## src/rtl/alu_share_sched.sv

```systemverilog
// Round-robin scheduler sharing one registered add/subtract stage between two requesters.
// Optional per-requester saturating issue counters: define ALU_SHARE_SCHED_STATS_EN.
module alu_share_sched #(
    parameter int WIDTH = 4,
    parameter int CNT_W = 8
) (
    input  logic             clk,
    input  logic             rst,
    input  logic             req0_valid,
    output logic             req0_ready,
    input  logic [WIDTH-1:0] req0_a,
    input  logic [WIDTH-1:0] req0_b,
    input  logic             req0_op,
    input  logic             req1_valid,
    output logic             req1_ready,
    input  logic [WIDTH-1:0] req1_a,
    input  logic [WIDTH-1:0] req1_b,
    input  logic             req1_op,
    output logic             rsp_valid,
    input  logic             rsp_ready,
    output logic             rsp_id,
    output logic [WIDTH-1:0] rsp_data,
    output logic             rsp_flag
`ifdef ALU_SHARE_SCHED_STATS_EN
    ,
    output logic [CNT_W-1:0] cnt0,
    output logic [CNT_W-1:0] cnt1
`endif
);

    typedef enum logic {EMPTY, FULL} state_t;

    state_t           state_q, state_d;
    logic             last_q;
    logic             accept;
    logic             grant0, grant1, xfer;
    logic [WIDTH-1:0] sel_a, sel_b;
    logic             sel_op;
    logic [WIDTH:0]   result;

    // Ready is a function of the other port's valid only, so the grant never loops on itself.
    assign accept     = (state_q == EMPTY) | rsp_ready;
    assign req0_ready = accept & (!req1_valid | last_q);
    assign req1_ready = accept & (!req0_valid | !last_q);
    assign grant0     = req0_valid & req0_ready;
    assign grant1     = req1_valid & req1_ready;
    assign xfer       = grant0 | grant1;
    assign rsp_valid  = (state_q == FULL);

    // NOTE: every signal written here gets a default first, so no path leaves it unassigned and no latch is inferred.
    always_comb begin
        sel_a  = req0_a;
        sel_b  = req0_b;
        sel_op = req0_op;
        if (grant1) begin
            sel_a  = req1_a;
            sel_b  = req1_b;
            sel_op = req1_op;
        end
        // The extra top bit is the carry for add and the borrow (a < b) for subtract.
        if (sel_op)
            result = {1'b0, sel_a} - {1'b0, sel_b};
        else
            result = {1'b0, sel_a} + {1'b0, sel_b};
    end

    always_comb begin
        state_d = state_q;
        case (state_q)
            EMPTY:   if (xfer) state_d = FULL;
            FULL:    if (rsp_ready && !xfer) state_d = EMPTY;
            default: state_d = EMPTY;
        endcase
    end

    // NOTE: state registers use non-blocking assignments so every flop samples pre-edge values.
    always_ff @(posedge clk or negedge rst) begin
        if (!rst) begin
            state_q  <= EMPTY;
            last_q   <= 1'b1;
            rsp_id   <= 1'b0;
            rsp_data <= '0;
            rsp_flag <= 1'b0;
        end else begin
            state_q <= state_d;
            if (xfer) begin
                last_q   <= grant1;
                rsp_id   <= grant1;
                rsp_data <= result[WIDTH-1:0];
                rsp_flag <= result[WIDTH];
            end
        end
    end

`ifdef ALU_SHARE_SCHED_STATS_EN
    always_ff @(posedge clk or negedge rst) begin
        if (!rst) begin
            cnt0 <= '0;
            cnt1 <= '0;
        end else begin
            if (grant0 && cnt0 != '1) cnt0 <= cnt0 + 1'b1;
            if (grant1 && cnt1 != '1) cnt1 <= cnt1 + 1'b1;
        end
    end
`endif

endmodule

```

## config.mk

```make
export PLATFORM = sky130hd
export DESIGN_NAME = alu_share_sched
export DESIGN_NICKNAME = d
export VERILOG_FILES = /design/src/rtl/alu_share_sched.sv
export SDC_FILE = /design/constraint.sdc
export NUM_CORES = 1
export LEC_CHECK = 0
export BUFFER_PORTS_ARGS = -buffer_cell sky130_fd_sc_hd__buf_2
export CAP_MARGIN = 20
export CORE_MARGIN = 4
export CORE_UTILIZATION = 49
export DETAILED_ROUTE_END_ITERATION = 7
export HOLD_SLACK_MARGIN = 0.02
export PLACE_DENSITY = 0.83
export SLEW_MARGIN = 20
export SYNTH_ARGS = -nofsm -noshare
export SYNTH_HDL_FRONTEND = slang
export SYNTH_SLANG_ARGS = --single-unit
```

## constraint.sdc

```tcl
create_clock -name clk -period 4.7 [get_ports clk]
set_input_delay 0.235 -clock clk [delete_from_list [all_inputs] [get_ports clk]]
set_output_delay 0.235 -clock clk [all_outputs]
set_load 0.03 [all_outputs]
```

==> results of run 1 <==
## registers in the layout, indices dropped and copies added (netlist names)
| register | count |
|---|---|
| last_q | 1 |
| rsp_data | 4 |
| rsp_valid | 1 |
| rsp_id | 1 |
| rsp_flag | 1 |
## worst max-delay path: stages (launching register included)
cell      delay, ps
dfstp_2         550
nand2_1          80
nand3_1         330
mux2_2          420
fa_1            470
a21o_1          200
a21o_2          210
a2111o_1        360
o211ai_2         70
## cell families (layout without fill, tap and decap cells)
group / Yosys count / after routing / synth area share, %
and+or+nand+nor: 30 / 30 / 22.7
buffers and inverters: 6 / 40 / 3.89
muxes: 7 / 7 / 10.8
adders and majority gates: 5 / 5 / 9.91
AOI/OAI and AO/OA: 18 / 18 / 16.8
xor gates and xnor gates: 6 / 6 / 7.43
DFF: 8 / 8 / 28.5
## routing by layer
| metal | vias to the layer above | track usage, % | part of all wire (%) |
|---|---|---|---|
| li1 | 351 | - | - |
| met1 | 310 | 21.0 | 43 |
| met2 | 15 | 30.8 | 51 |
| met3 | 0 | 4.74 | 5.8 |
| met4 | 0 | 3.41 | 0 |
| met5 | - | 0 | 0 |
## power groups by stage
stage / sequential [mW] / clock, mW / combinational, mW
2_1_floorplan: 0.126 / 0 / 0.0674
3_3_place_gp: 0.0947 / 0 / 0.139
3_5_place_dp: 0.0957 / 0 / 0.142
4_1_cts: 0.0945 / 0.0588 / 0.143
5_1_grt: 0.0959 / 0.0651 / 0.155
6_report: 0.0947 / 0.0570 / 0.142
## final timing paths
path                       slack (ps)                       to
setup / recovery                 1940     rsp_flag$_DFFE_PN0P_
hold / removal                    250      rsp_valid$_DFF_PN0_
setup reg to reg                 1940     rsp_flag$_DFFE_PN0P_
hold reg to reg                   490       last_q$_DFFE_PN1P_
max in group asynchronous        4090       last_q$_DFFE_PN1P_
min in group asynchronous         360  rsp_data[0]$_DFFE_PN0P_
## synth_stat cells, types with 2 or more instances
library cell   n  area (um2)
xnor2_1        4        35.0
xor2_1         2        17.5
ha_1           4        50.1
nand2_1       10        37.5
nor2_1         5        18.8
mux2i_1        2        20.0
nand2b_1       2        12.5
a21oi_1        4        20.0
mux2_2         5        56.3
o21ai_0        7        35.0
inv_1          4        15.0
nand3_1        2        10.0
nor2b_1        3        18.8
dfrtp_1        7         175
or3_1          2        12.5
## through the flow
step / worst slack [ps] / power [mW] / utilization [%]
final: 1940 / 0.293 / 67.8
after global routing: 1770 / 0.316 / 67.8
after CTS: 1940 / 0.297 / 67.8
after detailed placement: 1950 / 0.238 / 65.1
after global placement: 2050 / 0.234 / 65.1
after floorplan: 2090 / 0.193 / -
## final cells by class
cell class                 count  area [um2]
clock buffer                   4        26.3
fill                         125         429
inverter                       4        15.0
multi-input combinational     66         478
sequential                     8         201
tap                           15        18.8
timing repair buffer          32         165
## what timing repair did
item,4_1_cts,5_1_grt
endpoints found under the setup margin,0,0
hold buffers,1,0
hold endpoints to repair,7,0
==> impl_results.md, run 1 <==
* Outcome: complete, no violations
* Die W at about 46 um
* Total CTS buffers at 3
* RSZ-0062 raised after global routing: false
* Worst vdd ir at between 0.3 and 0.4 mV
* Worst setup path category: reg2reg
* Area growth, synth to finish at 28.0%
* Psw at 0.118 mW
* DP HPWL at 1.38 mm
* Worst-path fanout max at 11
* Hold Crit Start: req0_valid
* Final setup fails at 0
* CP startpoint: last_q$_DFFE_PN1P_
* FP Rows at 13
* Final Slew Violations at 0
* Worst reg2reg startpoint: last_q$_DFFE_PN1P_
* # IOs at 32
* DRC at 0
* DRT Pass-1 Iters at 3
* CTS root buf: clkbuf_4
* CTS resizes at 0
* Clock Sinks at 8
* CTS tree: yes
* Initial antenna violation count at 0
* Sequential share of power at between 30% and 40%
* Number of global-route vias before repair at between 600 and 700
* Top_reg_cell synth: dfrtp_1
* DR WL/cell at between 10 and 15 um
* Die area at around 2100 um2
* Finished Cell Area at between 900 and 1000 um2
* Synth Instances at 80
* Max Clk Rate at ~360 MHz
* DRT Wirelength at ~1.6 mm
* Layout cells sized above 1 at between 30% and 40%
* Placed Area at 868 um2
* Hold depth at 2
* Worst Tran Pin Value at 700 ps
* Mean cell area of the mapped netlist at around 8.8 um2
* Post-layout nets at 143
* Setup TNS at 0 ps
* Htree depth at 1
* Rel. slew slack at 53.0%
* Yosys cell types at 32
* Yosys reg bits at 8
* Number of synthesized flops with an enable pin at 0
* Final Hold Vio Count at 0
* Tmin final at approximately 2800 ps
* Gp weighted congestion at approximately 0.83
* Cell area after synthesis at 707 um2
* Net Sw Frac at about 40%
* Worst setup SP type: flop
* Longest Clk Path Bufs at 2
* Combinational share of power at 48.3%
* Placed Instances at between 100 and 150
* Port Buf Inserts at 31
* Diode count at 0
* Register area share after synthesis at 28.5%
* Internal at about 0.17 mW
* Clock-pin slew on the worst setup and hold paths at around 60 ps
* Drt via density at 5.24
* Total GRT Usage at roughly 17%
* Initial drt markers at 7
* CORE AREA at approximately 1300 um2
* R2r worst-path depth at 8
* Grt ovf at 0
* DIE HEIGHT at approximately 46 um
* Initial Util at 53.0%
* Pin count of the biggest net entering global routing at 13
* CP endpoint kind: flop
* PwrDens at roughly 320 nW/um2
* Leak Pwr at between 0.4 and 0.5 nW
* Net Count, Synth at 108
* Post-CTS setup buffer count at 0
* Total vias in the final route at slightly below 700
* CP required at between 4000 and 5000 ps
* Yosys warning total at 0
* Most common cell after layout, fill and taps aside: buf_2
* Skew-Pair Late Insertion Delay at about 260 ps
* Setup Skew at roughly 4.1 ps
* Worst Path Arrival at between 2000 and 3000 ps
* DRT antenna net count at 0
* Worst hold-check path type: in2reg
* MaxCap Viol Count at 0
* Final hold slack at between 200 and 250 ps
* Synth async-reset ratio at 100%
* Most frequent cells in the layout: buf_2, nand2_1, dfrtp_1, o21ai_0
* Clock share of power at approximately a fifth
* Period utilisation layout at between 50% and 60%
* Post-route insts no fill at ~130
* First-pass GRT wire length at 2.69 mm
No activity file was read; power rests on OpenSTA's default activity.
==> run 2: changes to the inputs <==
Settings changed: ABC_AREA set to 1, CORE_UTILIZATION 49 to 46, PLACE_DENSITY 0.83 to 0.78.
Clock period 4.7 ns to 2.8 ns, I/O delays scaled along.
==> impl_results.md, run 2 <==
* Filler cell count at 145 (+16%)
* Number of global-route vias before repair at 710 (+8.7%)
* Grt ovf at 0 (unchanged)
* Most frequent cells in the layout: buf_2, nand2_1, inv_1, dfrtp_1, nand2_2
* Diode count at 0 (unchanged)
* RSZ-0062 raised after global routing: false
* CTS tree: yes
* Most common cell after layout, fill and taps aside: buf_2
* DR WL/cell at 10.7 um (-15%)
* Number of synthesized flops with an enable pin at 0 (unchanged)
* CP required at 2940 ps (-1940 ps)
* MaxCap Viol Count at 0 (unchanged)
* DP HPWL at 1.31 mm (-5.2%)
* Hold bufs inserted after CTS at 1 (unchanged)
* Yosys warning total at 0 (unchanged)
* Die W at 48.4 um (+5.2%)
* Synth area leader: dfrtp_1
* Final setup fails at 0 (unchanged)
* Longest Clk Path Bufs at 2 (unchanged)
* Port Buf Inserts at 31 (unchanged)
* PwrDens at 569 nW/um2 (+75%)
* Gp weighted congestion at 0.839 (+1.3%)
* Met1 GRT Util at 16.6% (-4.4 points)
* Max Clk Rate at 416 MHz (+15%)
* Pin count of the biggest net entering global routing at 13 (unchanged)
* Global routing usage on met3 at 4.60% (-0.14 points)
* Leak Pwr at 0.548 nW (+22%)
* CP endpoint kind: flop
* Pwr Total at 0.532 mW (+81%)
* Total GRT Usage at 14.5% (-2.9 points)
* Clock Sinks at 8 (unchanged)
* Busiest grt layer: met2
* Yosys reg bits at 8 (unchanged)
* Worst vdd ir at 0.442 mV (+39%)
* Clock-pin slew on the worst setup and hold paths at 50 ps (about the same)
* Mean cell area of the mapped netlist at 7.81 um2 (-12%)
* # IOs at 32 (unchanged)
* Top-count cell post-synth: nand2_1
* Initial Util at 49.2% (-3.8 points)
* Top_reg_cell synth: dfrtp_1
* Post-layout nets at 159 (+11%)
* Yosys top cell area share at 23.4% (-1.4 points)
* Dominant cells by area after synthesis: dfrtp_1, nand2_1, inv_1
* Initial antenna violation count at 0 (unchanged)
* Tmin final at 2400 ps (-354 ps)
* Cell area after synthesis at 749 um2 (+6.0%)
* Post-CTS setup buffer count at 0 (unchanged)
* Register area share after synthesis at 26.9% (-1.6 points)
* Largest register FFs at 4 (unchanged)
* CTS resizes at 0 (unchanged)
* Total vias in the final route at 706 (+4.4%)
* Grt met2 use at 25.4% (-5.3 points)
* Outcome: complete, no violations
* Yosys cell types at 25 (-22%)
* Setup Skew at 4.12 ps (+0.0382 ps)
* Largest register by flop count: rsp_data
* Area growth, synth to finish at 24.9%
* First-pass GRT wire length at 2.80 mm (+4.1%)
* Worst setup path category: reg2reg
* DIE HEIGHT at 48.4 um (+5.2%)
* DRT Wirelength at 1.56 mm (-3.9%)
* Layout cells sized above 1 at 40.0% (+0.53 points)
* Initial drt markers at 6 (-1)
* Worst-path fanout max at 12 (+1)
* CORE AREA at 1520 um2 (+14%)
* Worst hold-check path type: in2reg
* FP Rows at 14 (+1)
* Top cells by count, synth: nand2_1, inv_1, dfrtp_1
* Worst Tran Pin Value at 288 ps (-412 ps)
* Total CTS buffers at 3 (unchanged)
* Drt via density at 4.84 (-7.7%)
* Worst Path Arrival at 2550 ps (-390 ps)
* Final Slew Violations at 0 (unchanged)
* CTS root buf: clkbuf_4
* Synth Instances at 96 (+20%)
* Skew-Pair Late Insertion Delay at 250 ps (about the same)
* Net Count, Synth at 124 (+15%)
* Worst setup SP type: flop
* Final Hold Vio Count at 0 (unchanged)
* Rel. slew slack at 80.8% (+28 points)
* Setup TNS at 0 ps (unchanged)
* DRT Pass-1 Iters at 4 (+1)
* DRT antenna net count at 0 (unchanged)
* Synth async-reset ratio at 100% (unchanged)
* Die area at 2340 um2 (+11%)
* Period utilisation layout at 85.9% (+27 points)
* DRC at 0 (unchanged)
* Htree depth at 1 (unchanged)
run 2: changes by cell type in the layout (fill, tap and decap cells not counted), moves of 4 or more:
cell and change:
nand4_1 +4, nand2_2 +6, nand2_1 +14, inv_1 +14
run 2: area by class of cell:
cell class	count	area [um2]	area share [%]
multi-input cells	67	448	47.9
well taps	16	20.0	2.14
flip-flops and latches	8	201	21.5
clock buffers	4	26.3	2.81
inverters	18	67.6	7.22
repair buffers	33	173	18.4
run 2: path summary, 6_finish.rpt:
check                                         from                      end  slack (ps)  cells after the start
hold reg to reg            rsp_data[1]$_DFFE_PN0P_  rsp_data[1]$_DFFE_PN0P_         470                      2
max in group asynchronous                      rst       last_q$_DFFE_PN1P_        2310                      2
hold / removal                          req0_valid      rsp_valid$_DFF_PN0_         110                      3
min in group asynchronous                      rst      rsp_valid$_DFF_PN0_         250                      2
setup / recovery               rsp_valid$_DFF_PN0_     rsp_flag$_DFFE_PN0P_         400                     11
setup reg to reg               rsp_valid$_DFF_PN0_     rsp_flag$_DFFE_PN0P_         400                     11
run 2: layer usage:
metal,vias to the layer above,part of all wire [%]
met5,-,0
met4,0,0.77
met3,2,6.7
met2,26,51
met1,306,42
li1,372,-
run 2: per-stage QoR:
| step | util, % | std cells | area [um2] | hold slack, ps | worst slack, ps |
|---|---|---|---|---|---|
| global route | 61.4 | 146 | 936 | 133 | 242 |
| finish | 61.4 | 146 | 936 | 114 | 395 |
| CTS | 61.4 | 146 | 936 | 106 | 386 |
| global placement | 59.0 | 141 | 900 | -12.7 | 495 |
| floorplan | - | 96 | 749 | -156 | 480 |
| detailed placement | 59.0 | 141 | 900 | -9.56 | 397 |
run 2: kinds of logic after synthesis:
logic type      count (synthesis)  synth area share [%]
simple gates                   43                  30.2
buf+inv                        21                  13.4
compound gates                 11                  9.68
flops                           8                  26.9
fa+ha+maj                       5                  9.35
xor+xnor                        4                  4.68
mux                             4                  5.84
run 2: power by group:
part | internal (mW) | total, mW | leakage (nW) | switching, mW
Combinational | 0.105 | 0.277 | 0.440 | 0.173
Sequential | 0.147 | 0.162 | 0.0932 | 0.0144
Clock | 0.0545 | 0.0935 | 0.0150 | 0.0390
Total | 0.306 | 0.532 | 0.548 | 0.226
run 2: worst max-delay path: stages (launching register included):
cell	delay, ps
dfrtp_1	420
nand2_4	130
nand3_4	180
o21ai_2	320
nand2_4	100
o22a_1	210
fa_1	440
a31o_2	270
inv_1	60
nand2_1	50
nand3_1	60
nand2_1	50
